### src/rtl/reg4_arb_pkg.sv
// -----------------------------------------------------------------------------
// reg4_arb_pkg
// Shared definitions for the round-robin shared-register write arbiter.
//   state_e  : FSM state encoding (ST_IDLE / ST_OWN)
//   MAX_REQ  : widest requester vector the pick function handles
//   rr_pick  : round-robin search, returns {found, idx}
// -----------------------------------------------------------------------------
package reg4_arb_pkg;

    typedef enum logic {
        ST_IDLE = 1'b0,
        ST_OWN  = 1'b1
    } state_e;

    localparam int MAX_REQ = 8;

    // Scan from ptr upward, wrapping modulo 8. Callers zero-extend their
    // N_REQ-bit request vector and keep ptr < N_REQ. The padding bits are
    // always zero, so the wrap order equals the modulo-N_REQ order.
    // When excl_en is set, requester excl_idx is never selected.
    function automatic logic [3:0] rr_pick(
        input logic [7:0] req_vec,
        input logic [2:0] ptr,
        input logic       excl_en,
        input logic [2:0] excl_idx
    );
        logic [7:0] cand;
        logic       found;
        logic [2:0] idx;
        logic [2:0] k;
        cand = req_vec;
        if (excl_en) begin
            cand[excl_idx] = 1'b0;
        end else begin
            cand = req_vec;
        end
        found = 1'b0;
        idx   = 3'd0;
        for (int i = 0; i < MAX_REQ; i++) begin
            k     = ptr + i[2:0];
            idx   = (!found && cand[k]) ? k : idx;
            found = found | cand[k];
        end
        return {found, idx};
    endfunction

endpackage

### src/rtl/reg4_store.sv
// -----------------------------------------------------------------------------
// reg4_store
// The W-bit shared storage register written by the arbiter on commit edges.
//   clk  : rising-edge clock
//   r    : asynchronous active-high clear
//   we_i : write enable (high on a commit edge)
//   d_i  : data to store
//   q_o  : stored value
// -----------------------------------------------------------------------------
module reg4_store #(
    parameter int W = 4
) (
    input  logic         clk,
    input  logic         r,
    input  logic         we_i,
    input  logic [W-1:0] d_i,
    output logic [W-1:0] q_o
);

    logic [W-1:0] data_q;

    // Storage register: clears on reset, loads only when a commit is signalled.
    always_ff @(posedge clk or posedge r) begin
        if (r) begin
            data_q <= {W{1'b0}};
        end else if (we_i) begin
            data_q <= d_i;
        end else begin
            data_q <= data_q;
        end
    end

    assign q_o = data_q;

endmodule

### src/rtl/reg4_rr_arbiter.sv
// -----------------------------------------------------------------------------
// reg4_rr_arbiter
// Round-robin write arbiter sharing one W-bit register among N_REQ requesters.
// One owner holds the grant at a time. Each edge where the owner still
// requests commits its data and produces a one-cycle ack. lock lets the owner
// keep the grant for up to MAX_LOCK commits in one tenure.
//   clk   : rising-edge clock
//   r     : asynchronous active-high reset
//   req   : per-requester write request (level)
//   lock  : per-requester hold request (only the owner's bit matters)
//   wdata : packed write data, requester i at [i*W +: W]
//   gnt   : one-hot grant (registered)
//   ack   : one-cycle commit pulse (registered)
//   q     : shared register contents
//   owner : index of current / last owner
//   busy  : high while a tenure is active
// -----------------------------------------------------------------------------
import reg4_arb_pkg::*;

module reg4_rr_arbiter #(
    parameter  int N_REQ    = 4,
    parameter  int W        = 4,
    parameter  int MAX_LOCK = 4,
    localparam int OW       = (N_REQ > 1) ? $clog2(N_REQ) : 1
) (
    input  logic               clk,
    input  logic               r,
    input  logic [N_REQ-1:0]   req,
    input  logic [N_REQ-1:0]   lock,
    input  logic [N_REQ*W-1:0] wdata,
    output logic [N_REQ-1:0]   gnt,
    output logic [N_REQ-1:0]   ack,
    output logic [W-1:0]       q,
    output logic [OW-1:0]      owner,
    output logic               busy
);

    localparam int CW = $clog2(MAX_LOCK + 1);

    state_e           state_q, state_d;
    logic [N_REQ-1:0] gnt_q, gnt_d;
    logic [N_REQ-1:0] ack_q, ack_d;
    logic [OW-1:0]    owner_q, owner_d;
    logic [OW-1:0]    ptr_q, ptr_d;
    logic [CW-1:0]    lock_cnt_q, lock_cnt_d;
    logic [CW-1:0]    lock_cnt_inc_s;

    logic [7:0]       req_ext_s;
    logic [2:0]       ptr_ext_s;
    logic [2:0]       owner_ext_s;
    logic [3:0]       pick_idle_s;
    logic [3:0]       pick_hand_s;
    logic [OW-1:0]    idle_idx_s;
    logic [OW-1:0]    hand_idx_s;
    logic             tenure_end_s;
    logic             we_s;
    logic [W-1:0]     wdata_sel_s;

    assign req_ext_s   = 8'(req);
    assign ptr_ext_s   = 3'(ptr_q);
    assign owner_ext_s = 3'(owner_q);
    assign pick_idle_s = rr_pick(req_ext_s, ptr_ext_s, 1'b0, 3'd0);
    // The outgoing owner is excluded so it cannot be regranted on the edge
    // its tenure ends; it must pass through IDLE first.
    assign pick_hand_s = rr_pick(req_ext_s, ptr_ext_s, 1'b1, owner_ext_s);
    assign idle_idx_s  = OW'(pick_idle_s[2:0]);
    assign hand_idx_s  = OW'(pick_hand_s[2:0]);
    assign wdata_sel_s = wdata[owner_q*W +: W];

    // Next-state logic: grant selection, commit/abort, lock bound and handoff.
    always_comb begin
        state_d        = state_q;
        gnt_d          = gnt_q;
        ack_d          = {N_REQ{1'b0}};
        owner_d        = owner_q;
        ptr_d          = ptr_q;
        lock_cnt_d     = lock_cnt_q;
        we_s           = 1'b0;
        tenure_end_s   = 1'b0;
        lock_cnt_inc_s = lock_cnt_q + CW'(1);
        case (state_q)
            ST_IDLE: begin
                if (pick_idle_s[3]) begin
                    state_d             = ST_OWN;
                    gnt_d               = {N_REQ{1'b0}};
                    gnt_d[idle_idx_s]   = 1'b1;
                    owner_d             = idle_idx_s;
                    ptr_d               = (idle_idx_s == OW'(N_REQ - 1)) ? {OW{1'b0}}
                                                                         : idle_idx_s + OW'(1);
                    lock_cnt_d          = {CW{1'b0}};
                end else begin
                    state_d = ST_IDLE;
                    gnt_d   = {N_REQ{1'b0}};
                end
            end
            ST_OWN: begin
                if (req[owner_q]) begin
                    we_s           = 1'b1;
                    ack_d[owner_q] = 1'b1;
                    lock_cnt_d     = lock_cnt_inc_s;
                    tenure_end_s   = !(lock[owner_q] && (lock_cnt_inc_s < CW'(MAX_LOCK)));
                end else begin
                    // Owner dropped its request: abort without writing.
                    tenure_end_s = 1'b1;
                end
                if (tenure_end_s) begin
                    if (pick_hand_s[3]) begin
                        state_d           = ST_OWN;
                        gnt_d             = {N_REQ{1'b0}};
                        gnt_d[hand_idx_s] = 1'b1;
                        owner_d           = hand_idx_s;
                        ptr_d             = (hand_idx_s == OW'(N_REQ - 1)) ? {OW{1'b0}}
                                                                           : hand_idx_s + OW'(1);
                        lock_cnt_d        = {CW{1'b0}};
                    end else begin
                        state_d = ST_IDLE;
                        gnt_d   = {N_REQ{1'b0}};
                    end
                end else begin
                    state_d = ST_OWN;
                end
            end
            default: begin
                state_d = ST_IDLE;
                gnt_d   = {N_REQ{1'b0}};
            end
        endcase
    end

    // Control state registers with asynchronous clear.
    always_ff @(posedge clk or posedge r) begin
        if (r) begin
            state_q    <= ST_IDLE;
            gnt_q      <= {N_REQ{1'b0}};
            ack_q      <= {N_REQ{1'b0}};
            owner_q    <= {OW{1'b0}};
            ptr_q      <= {OW{1'b0}};
            lock_cnt_q <= {CW{1'b0}};
        end else begin
            state_q    <= state_d;
            gnt_q      <= gnt_d;
            ack_q      <= ack_d;
            owner_q    <= owner_d;
            ptr_q      <= ptr_d;
            lock_cnt_q <= lock_cnt_d;
        end
    end

    reg4_store #(
        .W (W)
    ) u_store (
        .clk  (clk),
        .r    (r),
        .we_i (we_s),
        .d_i  (wdata_sel_s),
        .q_o  (q)
    );

    assign gnt   = gnt_q;
    assign ack   = ack_q;
    assign owner = owner_q;
    assign busy  = (state_q == ST_OWN);

endmodule

### config.mk
export PLATFORM = sky130hd
export DESIGN_NAME = reg4_rr_arbiter
export DESIGN_NICKNAME = d
export VERILOG_FILES = /design/src/rtl/reg4_arb_pkg.sv /design/src/rtl/reg4_store.sv /design/src/rtl/reg4_rr_arbiter.sv
export SDC_FILE = /design/constraint.sdc
export NUM_CORES = 1
export LEC_CHECK = 0
export ABC_CLOCK_PERIOD_IN_PS = 3300
export CAP_MARGIN = 20
export CORE_MARGIN = 2
export CORE_UTILIZATION = 46
export CTS_CLUSTER_DIAMETER = 100
export CTS_CLUSTER_SIZE = 20
export DETAILED_ROUTE_END_ITERATION = 10
export PLACE_DENSITY = 0.76
export SLEW_MARGIN = 20
export SYNTH_ARGS = -nofsm -noshare
export SYNTH_HDL_FRONTEND = slang
export SYNTH_SLANG_ARGS = --single-unit
### constraint.sdc
create_clock -name clk -period 3.3 [get_ports clk]
set_input_delay 0.825 -clock clk [delete_from_list [all_inputs] [get_ports clk]]
set_output_delay 0.825 -clock clk [all_outputs]
set_load 0.03 [all_outputs]
-- Yosys cells after proc, flatten, opt, wreduce, memory -nomap -nowiden
Index checks and enable logic that the tools add are counted.
- output and inout bits: 15
- latch bits: 0
- RAM bits: 0
- memory bits (read-only): 0
- memories: 0
- bits in registers: 20
- add/subtract/negate cells: 10
- reduce and logical (&&, ||, !) cells: 35
- $lt $le $gt $ge: 17
- shift-type cells: 1
- $mul: 0
- div/mod/pow operators: 0
- mux-type cells: 89
- equality and inequality tests: 5
- bitwise logic cells: 17
- operator list (operator ; count):
    2-to-1 mux 2 bit ; 24
    binary-select mux 1 bit (select 3 bit) ; 14
    2-to-1 mux 1 bit ; 29
    less-than comparator 3 x 4 -> 1 bit, second input constant ; 7
    2-to-1 mux 4 bit ; 5
    logical AND 1 bit ; 19
    indexed part select 16 x 5 -> 4 bit ; 1
    zero test 1 bit ; 15
    OR 1 bit ; 14
    adder 2 x 3 -> 3 bit, second input constant ; 4
    2-to-1 mux 3 bit ; 4
    less-than comparator 2 x 3 -> 1 bit, second input constant ; 3
    AND 4 x 8 -> 8 bit ; 1
    binary-select mux 1 bit (select 2 bit) ; 4
    demux 1 bit (select 2 bit) ; 4
    >= comparator 2 x 1 -> 1 bit, second input constant ; 4
    less-than comparator 2 x 4 -> 1 bit, second input constant ; 2
    NOT 4 -> 8 bit ; 1
    case mux 2 bit (2 select lines) ; 2
    case mux 4 bit (2 select lines) ; 1
    adder 2 x 2 -> 3 bit, second input constant ; 2
    case mux 3 bit (2 select lines) ; 1
    adder 2 x 1 -> 2 bit, second input constant ; 2
    equality test 2 bit, second input constant ; 2
    8 further kinds ; 9

-- Logic depth before layout (Yosys ltp)
- word-level depth: 24
- mapped depth: 15
- gate-level depth less buffers: 12

-- By module
From an unflattened synthesis, not the netlist that was laid out.
- cell total of the unflattened synthesis: 188
- area total of the unflattened synthesis: 1749.2 um^2
- by module, submodules not included (module ; area each (um^2) ; instances ; seq. area each (um^2) ; cells an instance):
    reg4_rr_arbiter ; 1600.3 ; 1 ; 400.4 ; 179
    reg4_store ; 148.9 ; 1 ; 100.1 ; 9

-- Worst setup path before layout
Ideal clock, no wire load.
- kind: register to register
- start: register ptr_q[0]
- end: register ptr_q[1]
- path buffers: 3
- slack: 0.218 ns
- cell stages (with the launch flop): 16
- arrival: 2.960 ns
- path through: dfrtp_1 buf_6 buf_6 inv_1 ha_1 buf_2 nand2_1 a221oi_1 nor2_1 o21ai_0 mux2i_1 a211oi_1 inv_1 ha_1 mux2i_1 a21oi_1
- cells in the longest elaborated chain, start to end: 17
- elaborated cells between the ends (all ways): 110
- those cells by class: 9 x add/sub; 4 x eq/ne; 54 x mux; 14 x bitwise; 29 x reduce/logical
- RTL lines (item ; RTL line ; source):
    from (decl) ; reg4_rr_arbiter.sv:44 ; logic [OW-1:0] ptr_q, ptr_d;
    from (signal assigned) ; reg4_rr_arbiter.sv:137 ; ptr_q <= {OW{1'b0}};
    from (signal assigned) ; reg4_rr_arbiter.sv:144 ; ptr_q <= ptr_d;
    adder 2 x 1 -> 3 bit ; reg4_arb_pkg.sv:40 ; k = ptr + i[2:0];
    binary-select mux 1 bit (select 3 bit) ; reg4_arb_pkg.sv:41, reg4_arb_pkg.sv:42 ;
    2-to-1 mux 1 bit (implied by the code) ; reg4_arb_pkg.sv:41, reg4_arb_pkg.sv:42 ;
    OR 1 bit ; reg4_arb_pkg.sv:42 ; found = found | cand[k];
    zero test 1 bit / OR 1 bit (equally long branches) ; reg4_arb_pkg.sv:41, reg4_arb_pkg.sv:42 ;
    logical AND 1 bit, or another cell as far along ; reg4_arb_pkg.sv:41 ; idx = (!found && cand[k]) ? k : idx;
    2-to-1 mux 2 bit, or another cell as far along (4 in a row) ; reg4_arb_pkg.sv:41 ;
    2-to-1 mux 2 bit / logical AND 1 bit (equally long branches) ; reg4_arb_pkg.sv:41 ;
    2-to-1 mux 2 bit ; reg4_arb_pkg.sv:41 ;
    adder 2 x 1 -> 2 bit / equality test 2 bit (equally long branches) ; reg4_rr_arbiter.sv:113, reg4_rr_arbiter.sv:112 ;
    2-to-1 mux 2 bit ; reg4_rr_arbiter.sv:112 ; ptr_d = (hand_idx_s == OW'(N_REQ - 1)) ? {OW{1'b0}}
    2-to-1 mux 2 bit ; reg4_rr_arbiter.sv:107 ; if (pick_hand_s[3]) begin
    2-to-1 mux 2 bit ; reg4_rr_arbiter.sv:106 ; if (tenure_end_s) begin
    case mux 2 bit (2 select lines) ; reg4_rr_arbiter.sv:81 ; case (state_q)
Several ways; a longest one is shown, not always the timed one. The select of a mux whose other input is x is not followed.
A chain may end at the register's enable or synchronous reset.

-- Final worst setup path
- start: input port req[0]
- end: register ptr_q[1]
- cells in the longest elaborated chain, start to end: 17
- elaborated cells between the ends (all ways): 109
- those cells by class: 2 x add/sub; 5 x eq/ne; 58 x mux; 15 x bitwise; 29 x reduce/logical
- RTL lines (item ; RTL line ; source):
    from (decl) ; reg4_rr_arbiter.sv:28 ; input logic [N_REQ-1:0] req,
    AND 4 x 8 -> 8 bit (no line) ; n/a ;
    binary-select mux 1 bit (select 3 bit) / binary-select mux 1 bit (select 2 bit) (equally long branches) ; reg4_arb_pkg.sv:41, reg4_arb_pkg.sv:42 ;
    2-to-1 mux 1 bit (implied by the code) ; reg4_arb_pkg.sv:41, reg4_arb_pkg.sv:42 ;
    OR 1 bit / zero test 1 bit (equally long branches) ; reg4_arb_pkg.sv:42, reg4_arb_pkg.sv:41 ;
    zero test 1 bit, or another cell as far along ; reg4_arb_pkg.sv:41 ;
    logical AND 1 bit, or another cell as far along ; reg4_arb_pkg.sv:41 ;
    2-to-1 mux 2 bit, or another cell as far along (4 in a row) ; reg4_arb_pkg.sv:41 ;
    2-to-1 mux 2 bit / logical AND 1 bit (equally long branches) ; reg4_arb_pkg.sv:41 ;
    2-to-1 mux 2 bit ; reg4_arb_pkg.sv:41 ;
    adder 2 x 1 -> 2 bit / equality test 2 bit (equally long branches) ; reg4_rr_arbiter.sv:113, reg4_rr_arbiter.sv:112 ;
    2-to-1 mux 2 bit ; reg4_rr_arbiter.sv:112 ;
    2-to-1 mux 2 bit ; reg4_rr_arbiter.sv:107 ;
    2-to-1 mux 2 bit ; reg4_rr_arbiter.sv:106 ;
    case mux 2 bit (2 select lines) ; reg4_rr_arbiter.sv:81 ;
Several ways; a longest one is shown, not always the timed one. The select of a mux whose other input is x is not followed.

==> summary.txt <==
Min path
  • Worst hold path type: flip-flop to flip-flop

STA
  • Worst slew pin tran: 766 ps
  • Setup_tns: 0 ps
  • Skew final: 1.69 ps
  • Worst slew margin: 48.9%
  • FMAX: 327 MHz
  • Tmin final: 3060 ps
  • Final Hold Fails: 0
  • Final setup fails: 0
  • Max Slew Vio Count: 0
  • Period utilization: 92.7%
  • RSZ-0062 raised after global routing: false

Drt
  • Vias/cell: 5.86
  • Via count: 1863
  • Drt pass-1 iters: 4
  • Avg WL per Cell: 16.7 um
  • Remaining antenna violation count: 0
  • DRT iter0 DRCs: 149
  • Drt drc: 0
  • Post-Route WL: 5.32 mm

GRT
  • Gr ovfl total: 0
  • Largest net degree at the start of global routing: 21
  • First-pass GRT wire length: 8.16 mm
  • Vias in the first global route: 1745
  • Total GRT Usage: 23.3%
  • Initial antenna violation count: 0

Floorplanning
  • Starting Density: 47.5%
  • Row count: 23
  • Width of the chip: 68.3 um
  • Core area: 4000 um2
  • Chip Height: 68.3 um
  • Die ar.: 4660 um2
  • I/O pin total: 41

Clock network
  • Clock tree sinks: 20
  • Post CTS Setup Buffer Count: 0
  • Clock Latency Late Sink: 260 ps
  • Clk buf depth: 2
  • Clk slew on worst S/H paths: 70 ps
  • CTS tree: built
  • CTS Buf Count: 3
  • Post-CTS sizing: 0
  • Root Driver: clkbuf_8
  • H-tree Lvls: 1
  • # hold bufs at CTS: 0

Critical path
  • Worst setup SP type: input pin
  • CP max FO: 8
  • Critical path arrival: 3210 ps
  • Kind of critical path: input pin to flip-flop
  • CP max-delay cell: clkdlybuf4s50_1
  • CP top delay family: compound AO/OA/AOI/OAI gates
  • Critical-path cell list: clkdlybuf4s50_1 -> mux2_4 -> buf_4 -> a22oi_1 -> o31ai_1 -> a211o_1 -> o21ai_2 -> inv_1 -> ha_1 -> mux2i_1 -> a21oi_1
  • Largest stage delay, worst path: 500 ps
  • Worst Path Buf+Inv: 3
  • Required time worst endpoint: 3450 ps
  • Setup crit end kind: flip-flop

Logic synthesis
  • Post-synth EDFFs: 0
  • Most used DFF post-synth: dfrtp_1
  • Post-synth cell types: 59
  • Flops & latches, synth: 20
  • Sequential area share after synthesis: 26.3%
  • Share of the synthesized area in the top cell type: 26.3%
  • Post-synthesis cell count: 204
  • Syn Area/Cell: 9.32 um2
  • Yosys top cell by area: dfrtp_1
  • Cell Area, Synth: 1900 um2
  • Ys async rst share: 100%
  • Syn_nets: 241
  • Largest cells by area after synthesis: dfrtp_1, ha_1, mux4_2
  • Synthesis Warnings: 0

Layout
  • Layout area overhead: 37.7%
  • Finished Cell Area: 2620 um2
  • Fillers: 322
  • Commonest cells after routing, fill and taps aside: clkdlybuf4s50_1, buf_4, dfrtp_1
  • Nets: 306
  • Ant. Diodes: 0
  • Most common cell after layout, fill and taps aside: clkdlybuf4s50_1
  • Util after Layout: 65.5%
  • Share of cells above drive strength 1: 24.3%

Power and ir drop
  • Max VDD drop: 0.805 mV
  • PwrDens: 1310 nW/um2
  • LEAKAGE: 1.15 nW

Place
  • IO Port Bufs: 40
  • HPWL after detailed placement: 4.18 mm
  • Placed Area: 2540 um2
  • GP Congestion: 0.927

Run
  • Max-cap violations: 0

Run status
  • Status: completed
==> flip-flops by register name, summed over array words and instances (netlist names) <==
signal,cells
owner,2
busy,1
u_store.q_o,4
lock_cnt_q,3
ptr_q,2
ack,4
gnt,4
==> cell usage after synthesis (all sizes together) (2+ instances only) <==
master / n
mux2: 8
a2bb2oi: 2
a211oi: 2
a21oi: 14
o221ai: 3
buf: 8
mux2i: 7
o22ai: 3
ha: 11
a31oi: 3
a22oi: 5
dfrtp: 20
nand2: 8
nand3: 4
or2: 2
nand2b: 6
inv: 13
o21ai: 13
and2: 2
xnor2: 3
a221oi: 4
clkbuf: 6
nor2: 18
nor3: 6
o211ai: 6
a21o: 2
mux4: 6
o31ai: 2
==> routing by layer <==
layer  share of wire (%)  wire length (um)  track usage (%)
met5                   0                 0                0
met1                  45              2420             32.9
met3                 5.3               284             3.95
met4                0.75                40             3.75
met2                  48              2580             37.7
==> per-stage QoR <==
step	power [mW]	setup slack, ps	cells	hold WS, ps
after CTS	3.41	113	318	510
final	3.43	241	318	506
after global routing	3.70	31.6	318	529
after global placement	3.09	-40.9	314	486
after detailed placement	3.14	-108	314	497
after floorplan	2.27	218	204	490
==> logic make-up after synthesis <==
group | count (synthesis) | share of synthesized area (%)
flops | 20 | 26.3
mux | 21 | 16.3
buf+inv | 27 | 6.91
fa+ha+maj | 11 | 7.24
xor+xnor | 4 | 3.22
compound gates | 69 | 26.2
simple gates | 52 | 13.8
==> final timing paths <==
path                                startpoint        endpoint  slack [ps]  cells after the start
worst min register to register  u_store.q_o[3]  u_store.q_o[3]         510                      1
worst max-delay path                    req[0]        ptr_q[1]         240                     11
worst max register to register        ptr_q[0]          gnt[3]         340                     12
worst min-delay path            u_store.q_o[3]  u_store.q_o[3]         510                      1
max in group asynchronous                    r  u_store.q_o[3]        1820                      2
min in group asynchronous                    r  u_store.q_o[1]        1000                      2
==> power by group <==
group | internal (mW) | leakage, nW | switching, mW
combinational | 1.26 | 0.869 | 1.46
sequential | 0.363 | 0.250 | 0.0982
clock | 0.162 | 0.0357 | 0.0818
total | 1.79 | 1.15 | 1.64
==> area by class of cell <==
type                    instances  area [um2]  share of cell area (%)
well taps                      50        62.6                    2.39
multi-input cells             157        1270                    48.7
clock buffers                   3        41.3                    1.58
flip-flops and latches         20         500                    19.1
inverters                      13        48.8                    1.86
clock inverters                 1        30.0                    1.15
repair buffers                 74         661                    25.2
(Power assumes the default switching activity.)
